$ cat src/rtl/noc_flit_tx.sv
// Packet injector for one mesh router local port: a header flit carrying the
// destination, then PACKET_LEN payload flits drawn from a small payload FIFO.
module noc_flit_tx #(
   parameter int BUS_SIZE   = 4,
   parameter int ADDR_SIZE  = 4,
   parameter int PACKET_LEN = 3,
   parameter int FIFO_DEPTH = 4,
   parameter int CNT_W      = 8
) (
   input  logic                 clk_i,
   input  logic                 a_rst_n_i,
   input  logic                 pkt_valid_i,
   input  logic [ADDR_SIZE-1:0] pkt_dest_i,
   output logic                 pkt_ready_o,
   input  logic [BUS_SIZE-1:0]  host_data_i,
   input  logic                 host_w_i,
   output logic                 host_r_o,
   output logic [BUS_SIZE-1:0]  data_o,
   output logic                 w_o,
   input  logic                 r_i,
   output logic                 busy_o,
   output logic [CNT_W-1:0]     sent_cnt_o,
   output logic [1:0]           dbg_state_o
);

   localparam int PTR_W  = $clog2(FIFO_DEPTH);
   localparam int FLIT_W = (PACKET_LEN > 1) ? $clog2(PACKET_LEN) : 1;

   // Handshake: a flit moves on w_o && r_i, a payload push on host_w_i && host_r_o,
   // a request is taken on pkt_valid_i && pkt_ready_o; once raised, w_o/data_o hold until r_i.
   typedef enum logic [1:0] {
      S_IDLE = 2'd0,
      S_HEAD = 2'd1,
      S_BODY = 2'd2
   } state_t;

   state_t                r_state;
   state_t                w_state_nxt;
   logic [BUS_SIZE-1:0]   r_mem [FIFO_DEPTH];
   logic [PTR_W-1:0]      r_rd_ptr;
   logic [PTR_W-1:0]      r_wr_ptr;
   logic [PTR_W:0]        r_count;
   logic [PTR_W:0]        w_count_nxt;
   logic [FLIT_W-1:0]     r_flit_cnt;
   logic [ADDR_SIZE-1:0]  r_dest;
   logic [CNT_W-1:0]      r_sent_cnt;
   logic                  r_pkt_ready;
   logic                  r_host_r;
   logic                  w_push;
   logic                  w_pop;
   logic                  w_empty;
   logic                  w_last;
   logic                  w_accept;
   logic                  w_flit_valid;
   logic [BUS_SIZE-1:0]   w_flit_data;
   logic                  w_done;

   // A full FIFO rejects pushes even when a pop happens in the same cycle.
   assign w_empty  = (r_count == '0);
   assign w_push   = host_w_i && r_host_r;
   assign w_pop    = (r_state == S_BODY) && !w_empty && r_i;
   assign w_last   = (r_flit_cnt == FLIT_W'(PACKET_LEN - 1));
   assign w_accept = (r_state == S_IDLE) && pkt_valid_i && r_pkt_ready;

   always_comb begin
      w_count_nxt = r_count;
      case ({w_push, w_pop})
         2'b10:   w_count_nxt = r_count + 1'b1;
         2'b01:   w_count_nxt = r_count - 1'b1;
         default: w_count_nxt = r_count;
      endcase
   end

   always_comb begin
      w_state_nxt  = r_state;
      w_flit_valid = 1'b0;
      w_flit_data  = '0;
      w_done       = 1'b0;
      case (r_state)
         S_IDLE: begin
            if (w_accept) w_state_nxt = S_HEAD;
         end
         S_HEAD: begin
            w_flit_valid = 1'b1;
            w_flit_data  = BUS_SIZE'(r_dest);
            if (r_i) w_state_nxt = S_BODY;
         end
         S_BODY: begin
            w_flit_valid = !w_empty;
            w_flit_data  = w_empty ? '0 : r_mem[r_rd_ptr];
            if (w_pop && w_last) begin
               w_done      = 1'b1;
               w_state_nxt = S_IDLE;
            end
         end
         default: w_state_nxt = S_IDLE;
      endcase
   end

   always_ff @(posedge clk_i or negedge a_rst_n_i) begin
      if (!a_rst_n_i) begin
         r_state     <= S_IDLE;
         r_rd_ptr    <= '0;
         r_wr_ptr    <= '0;
         r_count     <= '0;
         r_flit_cnt  <= '0;
         r_dest      <= '0;
         r_sent_cnt  <= '0;
         r_pkt_ready <= 1'b0;
         r_host_r    <= 1'b0;
      end else begin
         r_state     <= w_state_nxt;
         r_count     <= w_count_nxt;
         r_pkt_ready <= (w_state_nxt == S_IDLE);
         r_host_r    <= (w_count_nxt != (PTR_W+1)'(FIFO_DEPTH));
         if (w_push) r_wr_ptr <= r_wr_ptr + 1'b1;
         if (w_pop)  r_rd_ptr <= r_rd_ptr + 1'b1;
         if (w_accept) r_dest <= pkt_dest_i;
         if (r_state == S_HEAD && r_i) r_flit_cnt <= '0;
         else if (w_pop)               r_flit_cnt <= r_flit_cnt + 1'b1;
         if (w_done) r_sent_cnt <= r_sent_cnt + 1'b1;
      end
   end

   // Payload storage needs no reset: it is only read while the count says it is valid.
   always_ff @(posedge clk_i) begin
      if (w_push) r_mem[r_wr_ptr] <= host_data_i;
   end

   assign pkt_ready_o = r_pkt_ready;
   assign host_r_o    = r_host_r;
   assign w_o         = w_flit_valid;
   assign data_o      = w_flit_data;
   assign busy_o      = (r_state != S_IDLE);
   assign sent_cnt_o  = r_sent_cnt;
   assign dbg_state_o = r_state;

endmodule
$ cat config.mk
export PLATFORM = sky130hd
export DESIGN_NAME = noc_flit_tx
export DESIGN_NICKNAME = d
export VERILOG_FILES = /design/src/rtl/noc_flit_tx.sv
export SDC_FILE = /design/constraint.sdc
export NUM_CORES = 1
export LEC_CHECK = 0
export ABC_AREA = 1
export CAP_MARGIN = 20
export CELL_PAD_IN_SITES_DETAIL_PLACEMENT = 0
export CELL_PAD_IN_SITES_GLOBAL_PLACEMENT = 1
export CORE_MARGIN = 1.5
export CORE_UTILIZATION = 40
export CTS_BUF_LIST = sky130_fd_sc_hd__clkbuf_4 sky130_fd_sc_hd__clkbuf_8 sky130_fd_sc_hd__clkbuf_16
export CTS_CLUSTER_DIAMETER = 50
export DETAILED_ROUTE_END_ITERATION = 6
export PLACE_DENSITY = 0.82
export SYNTH_ARGS = -nofsm -noshare
export SYNTH_HDL_FRONTEND = slang
export SYNTH_SLANG_ARGS = --single-unit
$ cat constraint.sdc
create_clock -name clk_i -period 3.85 [get_ports clk_i]
set_input_delay 0.385 -clock clk_i [delete_from_list [all_inputs] [get_ports clk_i]]
set_output_delay 0.385 -clock clk_i [all_outputs]
set_load 0.005 [all_outputs]
-- After elaboration in Yosys (flattened, before gate mapping)
Memories as Yosys holds them, arrays and structs flattened.
Index checks and enable logic that the tools add are counted.
- input port bits: 13
- memory bits (writable): 16
- memories kept: 1
- bits in registers: 25
- memories (name ; words ; bits a word ; read ports ; clocked after Yosys merged registers in ; wr ports ; line ; source):
    r_mem ; 4 ; 4 ; 1 ; 0 ; 1 ; 39 ; logic [BUS_SIZE-1:0] r_mem [FIFO_DEPTH];
- reduce and logical (&&, ||, !) cells: 13
- equal/unequal tests: 6
- add/subtract/negate cells: 6
- muxes and demuxes: 14
- operators by type and width (operator ; number):
    2-bit two-way mux ; 5
    8-bit by 1-bit adder with 8-bit output, second input constant ; 1
    4-bit case mux with 2 select lines ; 1
    1-bit logical AND ; 7
    2-bit by 1-bit adder with 2-bit output, second input constant ; 3
    2-bit == test, second input constant ; 3
    2-bit case mux with 3 select lines ; 1
    3-bit case mux with 2 select lines ; 1
    2-bit by 1-bit == test with 1-bit output, second input constant ; 2
    2-bit zero test ; 2
    1-bit two-way mux ; 4
    4-bit two-way mux ; 1
    2-bit nonzero test ; 2
    3-bit by 1-bit adder with 3-bit output, second input constant ; 1
    3-bit zero test ; 1
    3-bit != test, second input constant ; 1
    3-bit by 1-bit subtractor with 3-bit output, second input constant ; 1
    1-bit case mux with 2 select lines ; 1
    1-bit zero test ; 1

-- Longest topological paths before layout
Gate-level depths: netlist of run 1.
- word-level depth: 8
- gate-level depth with buffers: 11

-- Worst setup path before layout of run 1
No wires, ideal clock.
- kind: reg-to-reg
- from: register r_state[0], in the netlist dbg_state_o[0]
- to: register r_host_r, in the netlist host_r_o
- cell stages (with the launch flop): 12
- library setup time: 124 ps
- path slack: 1761 ps
- arrival: 1965 ps
- period minus slack after synthesis: 2089 ps
- path through: dfrtp_1 -> inv_1 -> ha_1 -> nand2_2 -> nor2_4 -> ha_1 -> inv_1 -> fa_1 -> a21oi_1 -> o21ai_0 -> xor2_1 -> nand2_1
- word-level cells in the longest chain between the ends: 6
- elaborated cells between the ends (all ways): 7
- classes of those cells: eq/ne: 4; mux: 1; reduce/logical: 2
- RTL lines (element ; line ; source):
    from (decl) ; 37 ; state_t r_state;
    from (signal assigned) ; 112 ; r_state <= w_state_nxt;
    2-bit == test (*) ; 61 ; assign w_pop = (r_state == S_BODY) && !w_empty && r_i;
    1-bit logical AND (*) (2 in series) ; 61 ;
    via w_pop ; 50 ; logic w_pop;
    2-bit by 1-bit == test with 1-bit output / 2-bit == test (equally long branches) ; 67 ; case ({w_push, w_pop})
    3-bit case mux with 2 select lines (*) ; 67 ;
    via w_count_nxt[2] ; 43 ; logic [PTR_W:0] w_count_nxt;
    3-bit != test (*) ; 115 ; r_host_r <= (w_count_nxt != (PTR_W+1)'(FIFO_DEPTH));
    to (signal assigned) ; 115 ;
    to (decl) ; 48 ; logic r_host_r;
The timed path passes the listed nets; every way through them passes the cells marked *.
A chain may end at the register's enable or synchronous reset.

-- Final worst setup path of run 1
- from: register r_state[0], in the netlist dbg_state_o[0]
- to: output port data_o[1]
- word-level cells in the longest chain between the ends: 2
- elaborated cells between the ends (all ways): 3
- classes of those cells: eq/ne: 2; mux: 1
- RTL lines (element ; line ; source):
    2-bit == test / 2-bit by 1-bit == test with 1-bit output (equally long branches) ; 79 ; case (r_state)
    4-bit case mux with 2 select lines (*) ; 79 ;
    to (decl) ; 18 ; output logic [BUS_SIZE-1:0] data_o,
Mark *: on every way between the ends. The rest lies on a longest branch, timed or not.

==> results of run 1 <==
through the flow:
stage | cells | hold WS, ns | worst slack, ns
detailed placement | 288 | 0.465 | 1.39
floorplan | 191 | 0.0894 | 1.76
global placement | 287 | 0.459 | 1.46
global route | 296 | 0.501 | 1.21
finish | 296 | 0.467 | 1.35
CTS | 296 | 0.475 | 1.33
cell families (layout without fill, tap and decap cells):
group                    count (synthesis)  after routing  synth area share, %
adder cells (fa/ha/maj)                 12             12                 7.98
buffers and inverters                   30             68                 5.83
flip-flops                              41             41                 56.0
multiplexers                             4              4                 2.28
XOR/XNOR                                11             11                 4.88
AO/OA/AOI/OAI                           28             28                 7.22
AND/OR/NAND/NOR                         65             65                 15.8
report_power, final:
group,internal [mW],switching (mW)
sequential,0.593,0.107
clock,0.201,0.140
combinational,0.289,0.323
layout make-up:
| class | count | area [µm²] | area share (%) |
|---|---|---|---|
| Clock buffer | 6 | 76.3 | 3.06 |
| Multi-Input combinational cell | 120 | 754 | 30.3 |
| Timing Repair Buffer | 33 | 330 | 13.3 |
| Clock inverter | 2 | 38.8 | 1.56 |
| Sequential cell | 41 | 1110 | 44.4 |
| Inverter | 27 | 101 | 4.07 |
| Tap cell | 67 | 83.8 | 3.37 |
routing by layer:
layer	track usage, %	vias up	wire length [µm]
li1	-	694	-
met3	3.43	2	135
met4	7.55	0	42
met1	20.4	624	1690
met2	21.2	25	1510
met5	0	-	0
synthesized netlist by cell type:
master,number,area [µm²]
clkbuf_1,1,3.75
xnor2_1,3,26.3
buf_2,2,10.0
nor3_2,1,10.0
nor2_1,22,82.6
nand2_2,3,18.8
nand3_1,7,35.0
inv_1,26,97.6
mux2_2,4,45.0
edfxtp_1,16,480
dfrtp_1,25,626
nand4_1,2,12.5
nand3_2,1,10.0
o21ai_0,17,85.1
nor2_4,2,22.5
fa_1,1,20.0
a21oi_1,10,50.1
nor2_2,1,6.26
nand4_4,1,21.3
ha_1,11,138
inv_2,1,3.75
nand2_1,25,93.8
xor2_1,8,70.1
o31ai_1,1,7.51
sequential cells by signal, indices dropped and copies added, names as in the netlist:
signal and cells:
sent_cnt_o 8, r_mem 16, pkt_ready_o 1, dbg_state_o 2, host_r_o 1, r_count 3, r_wr_ptr 2, r_rd_ptr 2
r_dest 4, r_flit_cnt 2
final timing paths:
kind | startpoint | slack [ns] | to
worst max-delay path | dbg_state_o[0] | 1.35 | data_o[1]
worst min-delay path | sent_cnt_o[7] | 0.47 | sent_cnt_o[7]
worst max register to register | dbg_state_o[0] | 1.57 | host_r_o
worst min register to register | sent_cnt_o[7] | 0.47 | sent_cnt_o[7]
max in group asynchronous | a_rst_n_i | 2.78 | sent_cnt_o[5]
min in group asynchronous | a_rst_n_i | 0.48 | pkt_ready_o
worst register-to-register path, stage by stage (launching register included):
cell and delay (ns):
dfrtp_1 0.42, inv_1 0.11, ha_1 0.28, nand2_2 0.11, nor2_4 0.13, ha_1 0.16
inv_1 0.07, fa_1 0.37, a21oi_1 0.14, o21ai_0 0.11, xor2_1 0.18, nand2_1 0.07
==> run metrics, run 1 <==
status=completed; number of buffers added for setup after CTS=0; post-synthesis register bit count=41; Synth Instances=191; WL final=3.38 mm; Congestion Overflow GR=0; Worst Max-Slew Pin Slew=0.608 ns; Core Box Area=4750 µm²; FMAX=401 MHz; Starting Density=41.6%; cell mode on critical path=inv_1; worst path cell trace=inv_1, ha_1, nand2_2, inv_1, nand2_1, a21oi_1, clkdlybuf4s50_1; input/output buffers=30; Reg clk slew, reported paths=0.07 ns; Avg Cell Area, Syn=10.3 µm²; CTS H-Tree Depth=2; MaxCap Viol Count=0; Routed WL per cell=11.4 µm; fillcell total=445; DP HPWL=2.47 mm; NumNets Final=253; Final Hold Viols=0; post-detailed-route count of antenna-violating nets=0; # setup viols final=0; DRT Pass-1 Iters=4; row count=25; hold depth=1; die span in x=73.3 µm; routability cong.=0.801; Reg2Reg Depth=11; commonest non-fill, non-tap cell in the layout=clkdlybuf4s50_1; Crit. End Element=output pin; vias in the first global route=1,266; Max FO, Critical Path=5; Tot Pwr=1.65 mW; final instance area=2490 µm²; Clk Latency, worst-skew pair=0.29 ns; synth warn=0; # resized after CTS=0; WS Path Type=register to output pin; Area Growth Syn to Fin=26.1%; Fin Clk Skew=0.00561 ns; most frequent cells in the layout=clkdlybuf4s50_1, inv_1, nand2_1, dfrtp_1, nor2_1; Post-Syn Area=1980 µm²; Die Area=5370 µm²; final core occ=52.4%; Yosys cell types=24; WP depth=7; pwr/cell area=664 nW/µm²; Via density=4.54; hold crit path type=register to register; Worst slew margin=59.3%; clock sinks=41; initial antenna violation count=0; Worst Path Required=3.46 ns; largest net degree at the start of global routing=14; Post-DP Area=2380 µm²; CP arrival=2.11 ns; TNS Setup=0 ns; CP Buf/Inv Count=3; final period utilization=64.9%; CTS tree=yes; Syn Nets=216; crit path max-delay cell type=clkdlybuf4s50_1; biggest cell delay along the critical path=0.52 ns; Tmin final=2.50 ns; die height=73.3 µm; number of DRC markers in iteration 0=88; global-route usage over all layers=14.6%; CTS Buffer Depth=2; sequential area share after synthesis=56.0%; post-cts hold buffer count=0; static leakage=1.07 nW; Vias=1,345; CTS buffer count=5; Critical Path Start Type=register; Peak VDD IR=311 µV; CP top delay family=buffers and inverters; Root Driver=clkbuf_8; RSZ-0062 raised after global routing=no; Slew Limit Fails=0; I/O pin count=31; layout cells sized above 1=10.9%; DRC viols=0; first-pass GRT wire length=5.85 mm; n_diodes=0
Note: power is estimated with default switching activity, not from simulation.
==> run 2: changes to the inputs <==
==> constraint.sdc (replaced) <==
create_clock -name clk_i -period 2.3 [get_ports clk_i]
set_input_delay 0.23 -clock clk_i [delete_from_list [all_inputs] [get_ports clk_i]]
set_output_delay 0.23 -clock clk_i [all_outputs]
set_load 0.005 [all_outputs]
==> run metrics, run 2 (synthesized netlist as in run 1, its figures left out) <==
status=completed; number of DRC markers in iteration 0=93 (+5.7%); Slew Limit Fails=0 (unchanged); Final Hold Viols=0 (unchanged); TNS Setup=0 ns (unchanged); Tot Pwr=2.82 mW (+70%); sequential share of power=40.9% (-1.5 points); Worst slew margin=72.9% (+14 points); clock share of power=19.4% (-1.3 points); pre-CTS setup slack=0.152 ns (-1.24 ns); CTS tree=yes; DRC viols=0 (unchanged); r2r endpoint=r_count[2]; R2R Setup Slk=0.13 ns (-1.44 ns); Worst Path Required=2.48 ns (-0.98 ns); Worst Max-Slew Pin Slew=0.406 ns (-0.203 ns); Reg clk slew, reported paths=0.08 ns (about the same); Net Switching=968 µW (+70%); CTS buffer count=5 (unchanged); Vias=1,369 (+1.8%); DRT Pass-1 Iters=4 (unchanged); routability cong.=0.768 (-4.0%); Starting Density=41.6% (unchanged); post-detailed-route count of antenna-violating nets=0 (unchanged); Root Driver=clkbuf_8; pwr/cell area=1120 nW/µm² (+69%); Core Box Area=4750 µm² (unchanged); post-cts hold buffer count=0 (unchanged); final period utilization=94.2%; vias in the first global route=1,288 (+1.7%); die height=73.3 µm (unchanged); Max FO, Critical Path=3 (-2); hold crit path type=primary input to asynchronous set/reset pin; Critical Path Start Type=register; layout cells sized above 1=14.2% (+3.2 points); Fin Clk Skew=0.00760 ns (+0.00199 ns); I/O pin count=31 (unchanged); final core occ=52.9% (+0.50 points); Routed WL per cell=11.5 µm (+0.36%); Tmin final=2.17 ns; most frequent cells in the layout=clkdlybuf4s50_1, nand2_1, dfrtp_1; Reg2Reg Depth=11 (unchanged); CTS Buffer Depth=2 (unchanged); largest register by flop count=r_mem; Int Pwr=1.85 mW (+70%); setup slack after layout=0.133 ns (-1.22 ns); sw frac=34.4% (-0.10 points); CP startpoint=dbg_state_o[0]; Reg-to-Reg Start=dbg_state_o[0]; CP arrival=2.35 ns (+0.24 ns); input/output buffers=30 (unchanged); Via density=4.56 (+0.43%); clock sinks=41 (unchanged); Area Growth Syn to Fin=27.3%; Crit. End Element=register; WS Path Type=register to register; RSZ-0062 raised after global routing=no; WL final=3.44 mm (+1.7%); row count=25 (unchanged); DP HPWL=2.50 mm (+1.5%); MaxCap Viol Count=0 (unchanged); Peak VDD IR=625 µV (+100%); static leakage=1.08 nW (+1.0%); global-route usage over all layers=14.1% (-0.53 points); largest net degree at the start of global routing=26 (+12); Combinational Power Share=39.7% (+2.7 points); Congestion Overflow GR=0 (unchanged); worst hold slack=0.303 ns (-0.164 ns); initial antenna violation count=0 (unchanged); CTS H-Tree Depth=2 (unchanged); NumNets Final=258 (+2.0%); die span in x=73.3 µm (unchanged); commonest non-fill, non-tap cell in the layout=clkdlybuf4s50_1; FMAX=461 MHz; # setup viols final=0 (unchanged); n_diodes=0 (unchanged); Die Area=5370 µm² (unchanged); Clk Latency, worst-skew pair=0.29 ns (about the same); number of flip-flops in the largest register=16 (unchanged); first-pass GRT wire length=5.69 mm (-2.7%)
-- run 2: what timing repair did --
| item | in CTS | in global routing |
|---|---|---|
| setup endpoints to repair | 0 | 5 |
| setup buffers | 0 | 2 |
| resized for setup | 0 | 4 |
-- run 2: worst max-delay path by stage --
| stage | cells past startpoint | endpoint | slack (ns) |
|---|---|---|---|
| 3_3_place_gp | 10 | host_r_o | 0.23 |
| 3_5_place_dp | 10 | host_r_o | 0.15 |
| 6_report | 11 | r_count[2] | 0.13 |
| 5_1_grt | 8 | data_o[3] | 0.002 |
| 2_1_floorplan | 11 | host_r_o | 0.21 |
| 4_1_cts | 7 | data_o[2] | 0.05 |
-- run 2: layer usage --
metal	GRT usage [%]	vias to the layer above	part of all wire (%)
met3	3.43	4	4.7
li1	-	697	-
met5	0	-	0
met2	23.2	33	47
met4	5.03	0	1.4
met1	18.1	635	47
-- run 2: final cells by class --
class | count | area [µm²]
Inverter | 27 | 101
Tap cell | 67 | 83.8
Clock inverter | 2 | 35.0
Multi-Input combinational cell | 120 | 759
Fill cell | 460 | 2240
Sequential cell | 41 | 1110
Timing Repair Buffer | 38 | 360
Clock buffer | 5 | 68.8
-- run 2: power by group through the flow --
stage          sequential, mW  combinational (mW)  clock, mW
2_1_floorplan            1.12               0.710          0
3_3_place_gp             1.16                1.07          0
3_5_place_dp             1.17                1.10          0
4_1_cts                  1.15                1.10      0.557
5_1_grt                  1.18                1.29      0.584
6_report                 1.15                1.12      0.546
-- run 2: worst max-delay path, stage by stage, from the launching register on --
cell     delay, ns
dfrtp_1       0.40
inv_1         0.11
ha_2          0.20
nand2_2       0.08
nor2_4        0.10
ha_1          0.14
inv_1         0.06
fa_1          0.38
a21oi_1       0.15
o21ai_0       0.11
xor2_1        0.18
buf_4         0.13
-- run 2: stage by stage --
step	instances	cell area, µm²
2_1_floorplan	191	1980
3_3_place_gp	291	2390
3_5_place_dp	291	2390
4_1_cts	298	2490
5_1_grt	300	2510
6_report	300	2510
